`src/rtl/ext_feeder.sv`:
```
// ext_feeder: buffers host bytes in a small FIFO and hands them one at a time
// to the pico core's external input pins. Each byte gets an INT_W-cycle
// interrupt pulse, is held until the core acks, and is followed by an
// interrupt-low gap so the core's rising-edge detector sees every byte.
module ext_feeder #(
  parameter int N     = 8,
  parameter int DEPTH = 4,
  parameter int INT_W = 2,
  parameter int GAP_W = 2
) (
  input  logic                     clk_i,
  input  logic                     n_rst_i,
  input  logic [N-1:0]             host_data_i,
  input  logic                     host_valid_i,
  output logic                     host_ready_o,
  output logic [N-1:0]             ext_data_o,
  output logic                     ext_int_o,
  input  logic                     ack_i,
  output logic [$clog2(DEPTH):0]   count_o,
  output logic                     busy_o
);

  localparam int AW   = $clog2(DEPTH);
  localparam int CW   = AW + 1;
  localparam int TMAX = (INT_W > GAP_W) ? INT_W : GAP_W;
  localparam int TW   = (TMAX > 1) ? $clog2(TMAX) : 1;

  localparam logic [TW-1:0] INT_LOAD = TW'(INT_W - 1);
  localparam logic [TW-1:0] GAP_LOAD = TW'(GAP_W - 1);
  localparam logic [CW-1:0] FULL     = CW'(DEPTH);

  typedef enum logic [1:0] {
    IDLE     = 2'd0,
    ASSERT   = 2'd1,
    WAIT_ACK = 2'd2,
    GAP      = 2'd3
  } state_e;

  state_e          state_q, state_d;
  logic [TW-1:0]   tmr_q, tmr_d;
  logic            ack_seen_q, ack_seen_d;
  logic            int_q, int_d;
  logic [N-1:0]    data_q, data_d;
  logic            busy_q;
  logic [AW-1:0]   wr_ptr_q, rd_ptr_q;
  logic [CW-1:0]   count_q, count_d;
  logic [N-1:0]    mem_q [DEPTH];
  logic            push_s, pop_s;

  // No bypass: ready depends only on the registered occupancy.
  assign host_ready_o = (count_q != FULL);
  assign push_s       = host_valid_i && host_ready_o;

  assign ext_data_o = data_q;
  assign ext_int_o  = int_q;
  assign count_o    = count_q;
  assign busy_o     = busy_q;

  // FIFO storage; contents are meaningless until pointed at, so no reset.
  always_ff @(posedge clk_i) begin
    if (push_s) begin
      mem_q[wr_ptr_q] <= host_data_i;
    end
  end

  // Occupancy update: a simultaneous push and pop cancel out.
  always_comb begin
    count_d = count_q;
    case ({push_s, pop_s})
      2'b10:   count_d = count_q + CW'(1);
      2'b01:   count_d = count_q - CW'(1);
      default: count_d = count_q;
    endcase
  end

  // FIFO pointers and occupancy; pointers wrap naturally since DEPTH is 2^AW.
  always_ff @(posedge clk_i or negedge n_rst_i) begin
    if (!n_rst_i) begin
      wr_ptr_q <= {AW{1'b0}};
      rd_ptr_q <= {AW{1'b0}};
      count_q  <= {CW{1'b0}};
    end else begin
      if (push_s) begin
        wr_ptr_q <= wr_ptr_q + AW'(1);
      end
      if (pop_s) begin
        rd_ptr_q <= rd_ptr_q + AW'(1);
      end
      count_q <= count_d;
    end
  end

  // Handshake FSM: load byte, pulse interrupt, wait for ack, enforce low gap.
  always_comb begin
    state_d    = state_q;
    tmr_d      = tmr_q;
    ack_seen_d = ack_seen_q;
    int_d      = int_q;
    data_d     = data_q;
    pop_s      = 1'b0;
    case (state_q)
      IDLE: begin
        int_d = 1'b0;
        if (count_q != {CW{1'b0}}) begin
          data_d  = mem_q[rd_ptr_q];
          pop_s   = 1'b1;
          tmr_d   = INT_LOAD;
          int_d   = 1'b1;
          state_d = ASSERT;
        end else begin
          state_d = IDLE;
        end
      end
      ASSERT: begin
        int_d      = 1'b1;
        ack_seen_d = ack_seen_q | ack_i;
        if (tmr_q == {TW{1'b0}}) begin
          int_d = 1'b0;
          tmr_d = GAP_LOAD;
          if (ack_seen_q || ack_i) begin
            state_d = GAP;
          end else begin
            state_d = WAIT_ACK;
          end
        end else begin
          tmr_d = tmr_q - TW'(1);
        end
      end
      WAIT_ACK: begin
        int_d = 1'b0;
        if (ack_i) begin
          tmr_d   = GAP_LOAD;
          state_d = GAP;
        end else begin
          state_d = WAIT_ACK;
        end
      end
      GAP: begin
        int_d = 1'b0;
        if (tmr_q == {TW{1'b0}}) begin
          ack_seen_d = 1'b0;
          state_d    = IDLE;
        end else begin
          tmr_d = tmr_q - TW'(1);
        end
      end
      default: begin
        int_d      = 1'b0;
        ack_seen_d = 1'b0;
        state_d    = IDLE;
      end
    endcase
  end

  // FSM state, timer, presented byte and interrupt registers.
  always_ff @(posedge clk_i or negedge n_rst_i) begin
    if (!n_rst_i) begin
      state_q    <= IDLE;
      tmr_q      <= {TW{1'b0}};
      ack_seen_q <= 1'b0;
      int_q      <= 1'b0;
      data_q     <= {N{1'b0}};
      busy_q     <= 1'b0;
    end else begin
      state_q    <= state_d;
      tmr_q      <= tmr_d;
      ack_seen_q <= ack_seen_d;
      int_q      <= int_d;
      data_q     <= data_d;
      busy_q     <= (state_d != IDLE);
    end
  end

endmodule

```
`config.mk`:
```
export PLATFORM = sky130hd
export DESIGN_NAME = ext_feeder
export DESIGN_NICKNAME = d
export VERILOG_FILES = /design/src/rtl/ext_feeder.sv
export SDC_FILE = /design/constraint.sdc
export NUM_CORES = 1
export LEC_CHECK = 0
export ABC_AREA = 0
export CORE_MARGIN = 2
export CORE_UTILIZATION = 61
export DETAILED_ROUTE_END_ITERATION = 10
export DONT_BUFFER_PORTS = 1
export GPL_TIMING_DRIVEN = 0
export PLACE_DENSITY = 0.77
export SYNTH_ARGS = -nofsm -noshare
export SYNTH_HDL_FRONTEND = slang
export SYNTH_SLANG_ARGS = --single-unit
```
`constraint.sdc`:
```
create_clock -name clk_i -period 2.56 [get_ports clk_i]
set_input_delay 0.64 -clock clk_i [delete_from_list [all_inputs] [get_ports clk_i]]
set_output_delay 0.64 -clock clk_i [all_outputs]
set_load 0.1 [all_outputs]
```
==> flow_summary.json, run 1 <==
{
  "status": "completed",
  "synth-seq-area-share_pct": 70.0,
  "cts.root.buffer_cell": "clkbuf_4",
  "synth_edf_count": 32,
  "synth-simple-area-share_pct": 4.54,
  "max_freq_mhz": 395,
  "n_antenna_cell": 0,
  "wl_mm": 3.38,
  "initial_utilization_pct": 63.6,
  "place_hpwl_mm": 2.29,
  "core_area_sq_mm": 0.00334,
  "tightestPinTransition_ns": 0.995,
  "synth_mux_area_share_pct": 13.9,
  "clk_latency_ns": 0.37,
  "final_nets": 148,
  "die_x_um": 63.0,
  "hp-class": "in2reg",
  "maxSlewHeadroom_pct": 33.5,
  "maxCapViolations": 0,
  "async_flop_share_pct": 39.6,
  "ys_warn_count": 0,
  "final_cell_mix": "edfxtp_1, dfrtp_1, mux4_2, mux2_2, inv_1",
  "clock_path_buffers": 2,
  "grt.total_usage_pct": 19.3,
  "numPortBuffers": 0,
  "synth_cell_type_count": 28,
  "synth_nets": 138,
  "grt_pass1_wl_mm": 5.51,
  "syn_area_sq_mm": 0.00212,
  "placed_cells": 166,
  "ys_seq_elements": 53,
  "min_period_ns": 2.53,
  "vias": 1039,
  "fillers": 239,
  "ys.flop_type": "edfxtp_1",
  "clk_pin_slew_ns": 0.15,
  "tritoncts": "done",
  "drt_drc_violations_left": 0,
  "synth.avg_cell_area_sq_um": 17.7,
  "startpoint_type": "register",
  "synthAdderAreaFrac_pct": 3.89,
  "first_pass_iters": 5,
  "skew_ns": 0.00953,
  "wl_per_cell_um": 19.1,
  "first_global_vias": 1132,
  "required_ns": 2.85,
  "antenna_found_initial": 0,
  "synth-xor-area-share_pct": 2.89,
  "synth_top_family_by_area": "multiplexers",
  "worstPathArrival_ns": 2.82,
  "area_growth_pct": 7.90,
  "setup_viol": 0,
  "grt_max_degree": 22,
  "cts_sinks": 53,
  "ant_nets": 0,
  "criticalPathCategory": "reg2reg",
  "cts_max_level": 2,
  "rsz0062_at_grt": "yes",
  "grt-ovfl-total": 0,
  "hold_violations": 0,
  "postSynthCellCount": 120,
  "die_y_um": 63.0,
  "drv_slew": 0,
  "finalCoreUtilization_pct": 68.6,
  "placementRows": 21,
  "final_common_cell": "edfxtp_1",
  "finalNonFillerCells": 177,
  "cts_buffers": 5,
  "vias_per_cell": 5.87,
  "crit_fanout": 6,
  "end_kind": "register",
  "drtIter0Drc": 51,
  "pin_count": 26,
  "whs_ns": 0.354,
  "synth_compound_area_share_pct": 2.59,
  "die_area_sq_mm": 0.00397,
  "drive_gt1_share_pct": 29.0,
  "min_period_over_period_pct": 98.8,
  "gp_congestion": 0.726
}
==> synth_stat cells, types with 2 or more instances <==
cell type	count	share of area, %
nor2_1	3	0.53
edfxtp_1	32	45
a21oi_1	3	0.71
dfrtp_1	21	25
nor2b_1	2	0.59
o21ai_0	2	0.47
inv_1	9	1.6
mux4_2	8	8.5
ha_1	5	2.9
xnor2_1	5	2.1
and3_1	4	1.2
mux2_2	8	4.2
xor2_1	2	0.83
nor3_1	2	0.47
==> through the flow <==
stage                     setup TNS, ns  setup WS (ns)  instance area, sq um
after global placement          -0.0583        -0.0583                  2190
after global routing            -0.0297        -0.0297                  2290
after floorplan                       0        0.00641                  2130
final                                 0         0.0295                  2290
after CTS                       -0.0261        -0.0261                  2290
after detailed placement         -0.106         -0.106                  2190
==> flip-flops by register name (all words and copies together) (netlist names) <==
name and count:
mem_q 32, ext_data_o 8, count_o 3, rd_ptr_q 2, state_q 2, wr_ptr_q 2
ack_seen_q 1, busy_o 1, ext_int_o 1, tmr_q 1
==> metal layers <==
metal	vias up	global-route usage, %	wire [um]
li1	463	-	-
met1	532	21.7	1290
met2	40	33.5	1850
met3	4	7.75	207
met4	0	5.83	29
met5	-	0	0
==> cell families after synthesis <==
logic type	after synthesis
adder cells (fa/ha/maj)	6
flip-flops	53
XOR/XNOR	7
AO/OA/AOI/OAI	9
multiplexers	18
AND/OR/NAND/NOR	16
buffers and inverters	11
==> worst max-delay path, cell delays in order, from the launching register on <==
cell     delay [ns]
dfrtp_4        0.66
or3b_4         0.62
and2_4         0.22
inv_2          0.06
ha_4           0.13
inv_2          0.03
fa_2           0.32
xor2_1         0.15
nor2_1         0.12
xor2_1         0.15
==> layout make-up <==
type                    count  area, sq um  area share, %
multi-input cells          56          606           26.4
inverters                   9         33.8           1.48
plain buffers               2         11.3          0.492
clock inverters             3         21.3          0.929
flip-flops and latches     53         1500           65.4
clock buffers               5         37.5           1.64
well taps                  46         57.6           2.51
repair buffers              3         25.0           1.09
==> worst paths after layout <==
kind	startpoint	to	slack [ns]	depth (start not counted)
setup / recovery	count_o[0]	count_o[2]	0.03	9
hold / removal	host_data_i[7]	mem_q[0][7]	0.35	0
setup reg to reg	count_o[0]	count_o[2]	0.03	9
hold reg to reg	tmr_q	tmr_q	0.55	1
max in group asynchronous	n_rst_i	count_o[0]	0.98	1
min in group asynchronous	n_rst_i	ack_seen_q	0.87	1
==> repair_timing <==
action                     in CTS  in global routing
pin swaps                       6                  4
buffers inserted                2                  0
setup endpoints to repair       1                  1
hold buffers                    1                  0
resized for setup               6                  0
hold endpoints to repair       21                  0
Power of run 1 is not shown: default switching activity piles up to over one toggle a cycle in this logic, so the estimate is an artifact.
==> run 2: changes to the inputs <==
--- a/config.mk
+++ b/config.mk
@@ -6,12 +6,13 @@
 export NUM_CORES = 1
 export LEC_CHECK = 0
 export ABC_AREA = 0
-export CORE_MARGIN = 2
-export CORE_UTILIZATION = 61
+export CELL_PAD_IN_SITES_DETAIL_PLACEMENT = 0
+export CELL_PAD_IN_SITES_GLOBAL_PLACEMENT = 1
+export CORE_UTILIZATION = 52
 export DETAILED_ROUTE_END_ITERATION = 10
 export DONT_BUFFER_PORTS = 1
 export GPL_TIMING_DRIVEN = 0
-export PLACE_DENSITY = 0.77
+export PLACE_DENSITY_LB_ADDON = 0.1
 export SYNTH_ARGS = -nofsm -noshare
 export SYNTH_HDL_FRONTEND = slang
 export SYNTH_SLANG_ARGS = --single-unit
==> run 2 against run 1 <==
First-iteration DRC count up 37%. Sequential share of layout area down 1.2 points. Wire length down 11%. Setup slack better by 0.0055 ns. Non-clock buffer count unchanged. Maximum frequency up 0.22%. Clock skew down 0.0024 ns. Sequential cell count unchanged. Critical endpoint unchanged. Largest cell class unchanged.
==> flow_summary.json, run 2 (same netlist as run 1, synthesis figures left out) <==
{
  "worstPathArrival_ns": 2.75,
  "hold_violations": 0,
  "criticalPathCategory": "reg2reg",
  "numPortBuffers": 0,
  "grt.total_usage_pct": 16.7,
  "first_pass_iters": 4,
  "clk_pin_slew_ns": 0.09,
  "multiInputGateArea_sq_um": 606,
  "skew_ns": 0.00716,
  "drive_gt1_share_pct": 29.0,
  "cpPeakStageDelay_ns": 0.64,
  "end_kind": "register",
  "final_nets": 148,
  "dpl_cell_area_sq_mm": 0.00219,
  "status": "completed",
  "area_growth_pct": 9.96,
  "clk_latency_ns": 0.30,
  "placementRows": 22,
  "regArea_sq_mm": 0.00150,
  "cts_max_level": 2,
  "n_antenna_cell": 0,
  "vias": 991,
  "globalRouteMet1Util_pct": 19.9,
  "wl_mm": 3.00,
  "grt_pass1_wl_mm": 5.04,
  "met2_usage_pct": 27.6,
  "grt-ovfl-total": 0,
  "startpoint_type": "register",
  "path_buf_inv": 2,
  "r2r-start": "count_o[0]",
  "grt_max_degree": 22,
  "clock_path_buffers": 2,
  "die_y_um": 65.9,
  "cts.root.buffer_cell": "clkbuf_8",
  "rrSetupSlack_ns": 0.03,
  "die_area_sq_mm": 0.00434,
  "postLayoutCellArea_sq_mm": 0.00233,
  "drt_drc_violations_left": 0,
  "crit_fanout": 6,
  "setup_slack_ns": 0.0350,
  "place_hpwl_mm": 2.01,
  "whs_ns": 0.0267,
  "core_area_sq_mm": 0.00380,
  "drtIter0Drc": 70,
  "tightestPinTransition_ns": 0.915,
  "final_common_cell": "edfxtp_1",
  "gr-usage-met3_pct": 5.86,
  "busiest_layer": "met2",
  "pin_count": 26,
  "cp_cell_sequence": "or3b_4 -> and2_4 -> inv_2 -> ha_4 -> inv_2 -> fa_2 -> xor2_1 -> nor2_1 -> xor2_1",
  "vias_per_cell": 5.54,
  "maxCapViolations": 0,
  "cts_buffers": 5,
  "maxSlewHeadroom_pct": 39.0,
  "final_cell_mix": "edfxtp_1, dfrtp_1, mux4_2, mux2_2, inv_1",
  "drv_slew": 0,
  "largest_reg_flops": 32,
  "initial_utilization_pct": 55.9,
  "ant_nets": 0,
  "max_freq_mhz": 396,
  "wl_per_cell_um": 16.8,
  "finalCoreUtilization_pct": 61.4,
  "fillers": 281,
  "top_register": "mem_q",
  "tritoncts": "done",
  "gp_congestion": 0.714,
  "cp_top_family": "simple AND/OR/NAND/NOR gates",
  "hp-class": "in2async",
  "reg2reg_depth": 9,
  "die_x_um": 65.9,
  "setup_viol": 0,
  "min_period_over_period_pct": 98.6,
  "cts_sinks": 53,
  "antenna_found_initial": 0,
  "first_global_vias": 1060,
  "cpMaxStageDelayCell": "dfrtp_4",
  "r2r_end": "count_o[2]",
  "required_ns": 2.78,
  "rsz0062_at_grt": "yes",
  "min_period_ns": 2.53,
  "preCtsSetupSlack_ns": -0.0878
}
## run 2: cell types whose count changed in the layout (fill, tap and decap cells not counted), sizes merged
cell      delta
clkinvlp     -1
clkbuf       +1
## run 2: through the flow
step           setup TNS [ns]  instances
2_1_floorplan               0        120
6_report                    0        179
5_1_grt               -0.0605        179
3_5_place_dp          -0.0878        168
4_1_cts               -0.0108        178
3_3_place_gp          -0.0607        168
## run 2: routing by layer
metal	vias to the layer above	share of wire, %
met2	22	51
met1	501	42
met4	0	1.7
met3	6	4.8
li1	462	-
met5	-	0
## run 2: how the worst max path moves through the flow
stage	cells past startpoint	endpoint	startpoint	slack [ns]
final	9	count_o[2]	count_o[0]	0.03
after global placement	9	count_o[2]	count_o[0]	-0.06
after floorplan	9	count_o[2]	count_o[0]	0.006
after CTS	9	count_o[2]	count_o[1]	-0.01
after global routing	9	count_o[2]	count_o[0]	-0.06
after detailed placement	9	count_o[2]	count_o[0]	-0.09
## run 2: area by class of cell
| class | count | share of cell area [%] |
|---|---|---|
| flip-flops and latches | 53 | 64.2 |
| multi-input cells | 56 | 26.0 |
| clock buffers | 6 | 3.54 |
| well taps | 48 | 2.57 |
| inverters | 9 | 1.45 |
| repair buffers | 3 | 1.07 |
| clock inverters | 2 | 0.751 |
| plain buffers | 2 | 0.483 |
## run 2: timing repair
action / in CTS / in global routing
pin swaps: 6 / 5
hold endpoints to repair: 0 / 3
hold buffers: 0 / 1
resized for setup: 6 / 0
buffers inserted: 2 / 0
setup endpoints to repair: 1 / 1
gates cloned: 0 / 0
## run 2: worst reg2reg max path, stage by stage (launching register included)
cell     delay (ns)
dfrtp_4        0.64
or3b_4         0.63
and2_4         0.22
inv_2          0.06
ha_4           0.12
inv_2          0.03
fa_2           0.32
xor2_1         0.16
nor2_1         0.12
xor2_1         0.15
Power of run 2 is left out for the same reason.
